**src/rtl/mod3_pkg.sv**
```systemverilog
// rtl/mod3_pkg.sv - shared state encoding and mod-3 remainder transition table
package mod3_pkg;

  typedef enum logic [1:0] {
    IDLE  = 2'b00,
    SHIFT = 2'b01,
    DONE  = 2'b10
  } tx_state_t;

  localparam logic [1:0] REM0 = 2'b00;
  localparam logic [1:0] REM1 = 2'b01;
  localparam logic [1:0] REM2 = 2'b10;

  // (2*r + b) mod 3; the detector uses this same table
  function automatic logic [1:0] rem_next(input logic [1:0] r, input logic b);
    case (r)
      REM0:    return b ? REM1 : REM0;
      REM1:    return b ? REM0 : REM2;
      REM2:    return b ? REM2 : REM1;
      default: return REM0;
    endcase
  endfunction

endpackage

```
**src/rtl/mod3_serial_tx_if.sv**
```systemverilog
// rtl/mod3_serial_tx_if.sv - word request and serial output bundle of the transmitter
interface mod3_serial_tx_if #(parameter int WIDTH = 8);
  logic             start;
  logic [WIDTH-1:0] data_in;
  logic             outbit;
  logic             bit_valid;
  logic             busy;
  logic [1:0]       rem;
  logic             done;
  logic             divisible;

  modport master (
    output start, data_in,
    input  outbit, bit_valid, busy, rem, done, divisible
  );

  modport slave (
    input  start, data_in,
    output outbit, bit_valid, busy, rem, done, divisible
  );
endinterface

```
**src/rtl/mod3_serial_tx_tick_gen.sv**
```systemverilog
// rtl/mod3_serial_tx_tick_gen.sv - clock-enable tick, one pulse every TICK_DIV cycles
module bit_tick_gen #(
  parameter int TICK_DIV = 20000000
) (
  input  logic clock,
  input  logic reset,
  input  logic clear,
  output logic tick
);
  localparam int            CW   = (TICK_DIV > 1) ? $clog2(TICK_DIV) : 1;
  localparam logic [CW-1:0] LAST = CW'(TICK_DIV - 1);

  logic [CW-1:0] cnt;

  always_ff @(posedge clock or negedge reset) begin
    if (!reset) begin
      cnt <= '0;
    end else if (clear || cnt == LAST) begin
      cnt <= '0;
    end else begin
      cnt <= cnt + CW'(1);
    end
  end

  assign tick = (cnt == LAST);
endmodule

```
**src/rtl/mod3_serial_tx.sv**
```systemverilog
// rtl/mod3_serial_tx.sv - MSB-first serial word transmitter with running mod-3 remainder
module mod3_serial_tx
  import mod3_pkg::*;
#(
  parameter int WIDTH    = 8,
  parameter int TICK_DIV = 20000000
) (
  input  logic                  clock,
  input  logic                  reset,
  mod3_serial_tx_if.slave       bus
);
  localparam int BW = $clog2(WIDTH);

  tx_state_t        state, state_nx;
  logic [WIDTH-1:0] sreg;
  logic [BW-1:0]    bcnt;
  logic [1:0]       rem_q;
  logic             bit_valid_q;
  logic             divisible_q;
  logic             tick;
  logic             accept;

  assign accept = (state == IDLE) && bus.start;

  bit_tick_gen #(.TICK_DIV(TICK_DIV)) u_tick (
    .clock (clock),
    .reset (reset),
    .clear (accept),
    .tick  (tick)
  );

  always_ff @(posedge clock or negedge reset) begin
    if (!reset) begin
      state <= IDLE;
    end else begin
      state <= state_nx;
    end
  end

  always_comb begin
    state_nx   = state;
    bus.busy   = 1'b0;
    bus.done   = 1'b0;
    bus.outbit = 1'b0;
    case (state)
      IDLE: begin
        if (bus.start) state_nx = SHIFT;
      end
      SHIFT: begin
        bus.busy   = 1'b1;
        bus.outbit = sreg[WIDTH-1];
        if (tick && bcnt == '0) state_nx = DONE;
      end
      DONE: begin
        bus.done = 1'b1;
        state_nx = IDLE;
      end
      default: state_nx = IDLE;
    endcase
  end

  // rem always reflects the bit currently on outbit, so it updates together with the shift
  always_ff @(posedge clock or negedge reset) begin
    if (!reset) begin
      sreg        <= '0;
      bcnt        <= '0;
      rem_q       <= REM0;
      bit_valid_q <= 1'b0;
      divisible_q <= 1'b0;
    end else begin
      bit_valid_q <= 1'b0;
      if (accept) begin
        sreg        <= bus.data_in;
        bcnt        <= BW'(WIDTH - 1);
        rem_q       <= rem_next(REM0, bus.data_in[WIDTH-1]);
        bit_valid_q <= 1'b1;
        divisible_q <= 1'b0;
      end else if (state == SHIFT && tick) begin
        if (bcnt != '0) begin
          sreg        <= sreg << 1;
          bcnt        <= bcnt - BW'(1);
          rem_q       <= rem_next(rem_q, sreg[WIDTH-2]);
          bit_valid_q <= 1'b1;
        end else begin
          divisible_q <= (rem_q == REM0);
        end
      end
    end
  end

  assign bus.bit_valid = bit_valid_q;
  assign bus.rem       = rem_q;
  assign bus.divisible = divisible_q;
endmodule
```
**src/flat_wrapper.sv**
```systemverilog
// flat-port wrapper written by rule: the top's interface ports become plain ports
module mod3_serial_tx_flat import mod3_pkg::*;
#(
  parameter int WIDTH    = 8,
  parameter int TICK_DIV = 20000000
)
  (clock, reset, bus_start, bus_data_in, bus_outbit, bus_bit_valid, bus_busy, bus_rem, bus_done, bus_divisible);
  mod3_serial_tx_if #(.WIDTH(WIDTH)) bus_i ();
  input  logic clock;
  input  logic reset;
  input wire logic [$bits(bus_i.start)-1:0] bus_start;
  input wire logic [$bits(bus_i.data_in)-1:0] bus_data_in;
  output wire logic [$bits(bus_i.outbit)-1:0] bus_outbit;
  output wire logic [$bits(bus_i.bit_valid)-1:0] bus_bit_valid;
  output wire logic [$bits(bus_i.busy)-1:0] bus_busy;
  output wire logic [$bits(bus_i.rem)-1:0] bus_rem;
  output wire logic [$bits(bus_i.done)-1:0] bus_done;
  output wire logic [$bits(bus_i.divisible)-1:0] bus_divisible;
  assign bus_i.start = bus_start;
  assign bus_i.data_in = bus_data_in;
  assign bus_outbit = bus_i.outbit;
  assign bus_bit_valid = bus_i.bit_valid;
  assign bus_busy = bus_i.busy;
  assign bus_rem = bus_i.rem;
  assign bus_done = bus_i.done;
  assign bus_divisible = bus_i.divisible;
  mod3_serial_tx #(.WIDTH(WIDTH), .TICK_DIV(TICK_DIV)) u_core (.clock(clock), .reset(reset), .bus(bus_i));
endmodule
```
**config.mk**
```make
export PLATFORM = sky130hd
export DESIGN_NAME = mod3_serial_tx_flat
export DESIGN_NICKNAME = d
export VERILOG_FILES = /design/src/rtl/mod3_pkg.sv /design/src/rtl/mod3_serial_tx_if.sv /design/src/rtl/mod3_serial_tx_tick_gen.sv /design/src/rtl/mod3_serial_tx.sv /design/src/flat_wrapper.sv
export SDC_FILE = /design/constraint.sdc
export NUM_CORES = 1
export LEC_CHECK = 0
export CAP_MARGIN = 25
export CORE_ASPECT_RATIO = 1.2
export CORE_MARGIN = 2
export CORE_UTILIZATION = 35
export CTS_CLUSTER_SIZE = 25
export DETAILED_ROUTE_END_ITERATION = 8
export SYNTH_ARGS = -nofsm -noshare
export SYNTH_HDL_FRONTEND = slang
export SYNTH_SLANG_ARGS = --single-unit
```
**constraint.sdc**
```tcl
create_clock -name clock -period 2.5 [get_ports clock]
set_input_delay 0.25 -clock clock [delete_from_list [all_inputs] [get_ports clock]]
set_output_delay 0.25 -clock clock [all_outputs]
set_load 0.005 [all_outputs]
```
[After elaboration in Yosys (flattened, before gate mapping)]
Cells that the tools add are included.
Operators by class
  multiplexer cells: 27
  equal/unequal tests: 8
  reductions and logical operators: 13
  add/subtract/negate cells: 2
Operators by type and width (number)
  adder 25 x 1 -> 25 bit, second input constant: 1
  equality test 25 bit, second input constant: 1
  two-way mux 25 bit: 1
  two-way mux 8 bit: 3
  two-way mux 2 bit: 7
  two-way mux 1 bit: 11
  two-way mux 3 bit: 3
  one-hot mux 2 bit (3 select lines): 1
  AND reduction 2 bit: 3
  equality test 2 x 1 -> 1 bit, second input constant: 2
  equality test 2 bit, second input constant: 2
  zero test 2 bit: 2
  inequality test 2 bit, second input constant: 2
  one-hot mux 2 bit (2 select lines): 1
  nonzero test 2 bit: 2
  logical AND 1 bit: 3
  zero test 3 bit: 1
  nonzero test 3 bit: 1
  subtractor 3 x 1 -> 3 bit, second input constant: 1
  inequality test 2 x 1 -> 1 bit, second input constant: 1
  logical OR 1 bit: 1
Word-level totals
  logic and storage cells: 57
  register bits after elaboration: 42
  output and inout bits: 7
  input bits: 11

[Logic depth before layout (Yosys ltp)]
  depth after elaboration: 5
  depth in mapped cells: 7
  depth with buffers taken out: 6

[Modules after synthesis]
Synthesis repeated with hierarchy kept, for this count alone.
Unflattened totals
  cells, all modules: 223
  area total of the unflattened synthesis: 2162.1 um2
Modules (own cells, without submodules)
  bit_tick_gen: times used 1, area an instance 1298.7 um2, seq. area each 625.6 um2, cells each 137
  mod3_serial_tx: times used 1, area an instance 863.3 um2, seq. area each 425.4 um2, cells each 86

[Worst setup path after synthesis]
Ideal clock, no wire load.
  path type: flip-flop to flip-flop
  start point: register u_core.u_tick.cnt[0]
  end point: register u_core.bcnt[2]
  data arrival time: 1.964 ns
  required time: 2.431 ns
  library setup time: 0.069 ns
  buffers on the path: 1
  clock period less this slack: 2.033 ns
  stages on the path, launching flop included: 7
  slack: 0.467 ns
  path through: dfrtp_1 -> ha_1 -> nand3_4 -> or4_4 -> buf_6 -> or4_1 -> nand3_1
On the way
  word-level cells in the longest chain between the ends: 4
RTL lines
  start, declared: RTL line mod3_serial_tx_tick_gen.sv:13  | logic [CW-1:0] cnt;
  start signal, assigned: RTL line mod3_serial_tx_tick_gen.sv:21  | cnt <= cnt + CW'(1);
  equality test 25 bit: RTL line mod3_serial_tx_tick_gen.sv:25  | assign tick = (cnt == LAST);
  logical AND 1 bit: RTL line mod3_serial_tx.sv:78  | end else if (state == SHIFT && tick) begin
  nonzero test 2 bit (no line)
  AND reduction 2 bit (no line)
  end signal, assigned: RTL line mod3_serial_tx.sv:74  | bcnt <= BW'(WIDTH - 1);
  end signal, assigned: RTL line mod3_serial_tx.sv:81  | bcnt <= bcnt - BW'(1);
  end, declared: RTL line mod3_serial_tx.sv:16  | logic [BW-1:0] bcnt;
Every way passes these cells.
A chain may end at the register's enable or synchronous reset.

[Final worst setup path]
  start point: register u_core.u_tick.cnt[0]
  end point: register u_core.u_tick.cnt[24]
On the way
  word-level cells in the longest chain between the ends: 3
  elaborated cells on any way between the ends: 4
  those cells by class: add/sub (1); eq/ne (1); mux (1); reduce/logical (1)
RTL lines
  parallel branches: the longest is 2 deep, another holds adder 25 x 1 -> 25 bit
  two-way mux 25 bit (*): RTL line mod3_serial_tx_tick_gen.sv:18  | end else if (clear || cnt == LAST) begin
Mark *: on every way between the ends.

==> out/metrics.csv <==
metric,value,unit
drive_above_1_share,6.27,%
yosys_warnings,0,
clock_skew,0.00516,ns
max_stage_delay,0.71,ns
critPathKind,register to register,
cts_resized,0,
slowest_stage,or4_1,
grt_pass1_wl,8220,µm
avgSynthCellArea,9.40,µm²
post-dp-hpwl,3160,µm
critPathLaunchType,register,
startpoint,u_core.u_tick.cnt[0]$_DFF_PN0_,
slew_headroom,52.6,%
outcome,"finished, final reports clean",
power_density,435,nW/µm²
grt_max_degree,43,
antenna_left,0,
placed_cell_area,2470,µm²
grt_pass1_vias,1753,
io_pins,18,
htree_levels,2,
ys_top_cells_by_area,"dfrtp_1 47%, o31ai_1 5.1%, nand4_1 4.8%",
root_buffer,clkbuf_8,
rows,31,
finalSetupViolCount,0,
fp.dieH,91.4,µm
grt_overflow,0,
final_cell_mix,"42 x dfrtp_1, 23 x nor2_1, 17 x nand4_1",
cpMostUsedCell,or4_1,
seq_area,1050,µm²
synth_nets,251,
min_period_over_period,88.7,%
path_cells,"ha_1, nand3_4, or4_1, or4_1, a21oi_1",
gp_congestion,0.778,
drv_cap,0,
leakagePower,0.954,nW
first_iter_violations,118,
nets,269,
netlist.area_leader.share,47.2,%
path_max_fanout,11,
seq_area_frac_synth,47.2,%
via_count,1842,
synth_area_leader_cell,dfrtp_1,
drc,0,
clock_path_buffers,2,
multi_input_area,1090,µm²
vdd_ir_drop_max,0.000175,V
wl_per_cell,14.0,µm
core_area,6090,µm²
fmax,0.451,GHz
cts_tree,yes,
crit_required,2.71,ns
path_clk_slew,0.08,ns
diodes,0,
areaGrowthSynthToFinish,15.7,%
cts_made_buffers,5,
ys_types,35,
grt_use_total,14.4,%
cts.sinks,42,
numPortBuffers,17,
drt_pass1_iterations,4,
die_area,7020,µm²
die_x,76.8,µm
worst_pin_slew,0.701,ns
synth_area,2230,µm²
finalMaxSlewViolations,0,
hp-class,primary input to asynchronous set/reset pin,
wl,4730,µm
rsz0062_at_grt,no,
start_util,36.6,%
synth_cells,237,
ys_seq_elements,42,
layout_commonest_cell,dfrtp_1,
design_area,2580,µm²
finalSetupTns,0,ns
arrival,2.43,ns
antenna_found_initial,0,
nFillCells,624,
min_period,2.22,ns
r2r_start,u_core.u_tick.cnt[0]$_DFF_PN0_,
viasPerCell,5.47,
hold_violations,0,
cp-end-kind,register,
clk_latency,0.29,ns
==> cell type report <==
type / instances / share of cell area (%)
Multi-Input combinational cell: 174 / 42.1
Tap cell: 82 / 3.98
Inverter: 8 / 1.16
Sequential cell: 42 / 40.8
Clock buffer: 7 / 2.96
Timing Repair Buffer: 24 / 9.02
==> Yosys cell counts, drive strengths merged <==
master,number
inv,8
nor4b,2
buf,5
clkbuf,8
and2,5
nand2,13
nor3b,2
a31oi,9
dfrtp,42
nand3,9
o31ai,15
nand4bb,1
nand2b,2
a21oi,13
nor3,4
or3,9
nor2,23
xnor2,9
and3,3
nand4,17
ha,3
mux2i,1
or4,7
xor2,3
and4,2
nand3b,1
o41ai,1
nor2b,2
o21ai,13
nor4,5
==> report_power, final <==
group | leakage [nW] | internal (mW) | switching (mW)
clock | 0.0383 | 0.193 | 0.217
sequential | 0.494 | 0.679 | 0
combinational | 0.421 | 0.0170 | 0.0161
==> stage by stage <==
step           total power [mW]  hold slack (ns)  setup slack [ns]  cells  utilization [%]
2_1_floorplan             0.693          -0.0456             0.467    237                -
3_3_place_gp              0.721            0.452             0.340    328             40.6
3_5_place_dp              0.721            0.447             0.299    328             40.6
4_1_cts                    1.14            0.127             0.280    335             41.9
5_1_grt                    1.18            0.403             0.111    337             42.3
6_report                   1.12            0.390             0.284    337             42.3
==> registers in the layout, summed over array words and instances (netlist names) <==
| name | flops |
|---|---|
| u_core.bcnt | 3 |
| u_core.bus.bit_valid | 1 |
| u_core.bus.divisible | 1 |
| u_core.bus.rem | 2 |
| u_core.sreg | 8 |
| u_core.state | 2 |
| u_core.u_tick.cnt | 25 |
==> critical path: cells and delay by family, from the launching register on <==
| kind | cells | cell delay [ns] |
|---|---|---|
| AND/OR/NAND/NOR | 3 | 1.37 |
| flip-flops | 1 | 0.38 |
| AO/OA/AOI/OAI | 1 | 0.15 |
| adder cells (fa/ha/maj) | 1 | 0.24 |
==> logic make-up after synthesis <==
family	count (synthesis)	synth area share [%]
simple gates	107	27.9
compound gates	51	14.0
flops	42	47.2
buf+inv	21	4.10
xor+xnor	12	4.72
fa+ha+maj	3	1.68
mux	1	0.449
==> what timing repair did <==
item,4_1_cts,5_1_grt
endpoints found under the hold margin,0,13
hold buffers,0,1
buffers inserted,0,0
==> path summary, 6_finish.rpt <==
check                      depth (start not counted)                               to  slack [ns]
min in group clock                                 1   u_core.u_tick.cnt[0]$_DFF_PN0_        0.48
max in group asynchronous                          3  u_core.u_tick.cnt[16]$_DFF_PN0_        1.64
max reg2reg                                        5  u_core.u_tick.cnt[24]$_DFF_PN0_        0.28
max                                                5  u_core.u_tick.cnt[24]$_DFF_PN0_        0.28
min reg2reg                                        1   u_core.u_tick.cnt[0]$_DFF_PN0_        0.48
min                                                2       u_core.sreg[7]$_DFFE_PN0P_        0.39
==> routing by layer <==
layer	track usage, %	routed length [µm]	up-vias
li1	-	-	915
met1	18.5	2230	890
met2	23.6	2290	35
met3	3.78	187	2
met4	4.55	27	0
met5	0	0	-
No activity file was read; power rests on OpenSTA's default activity.
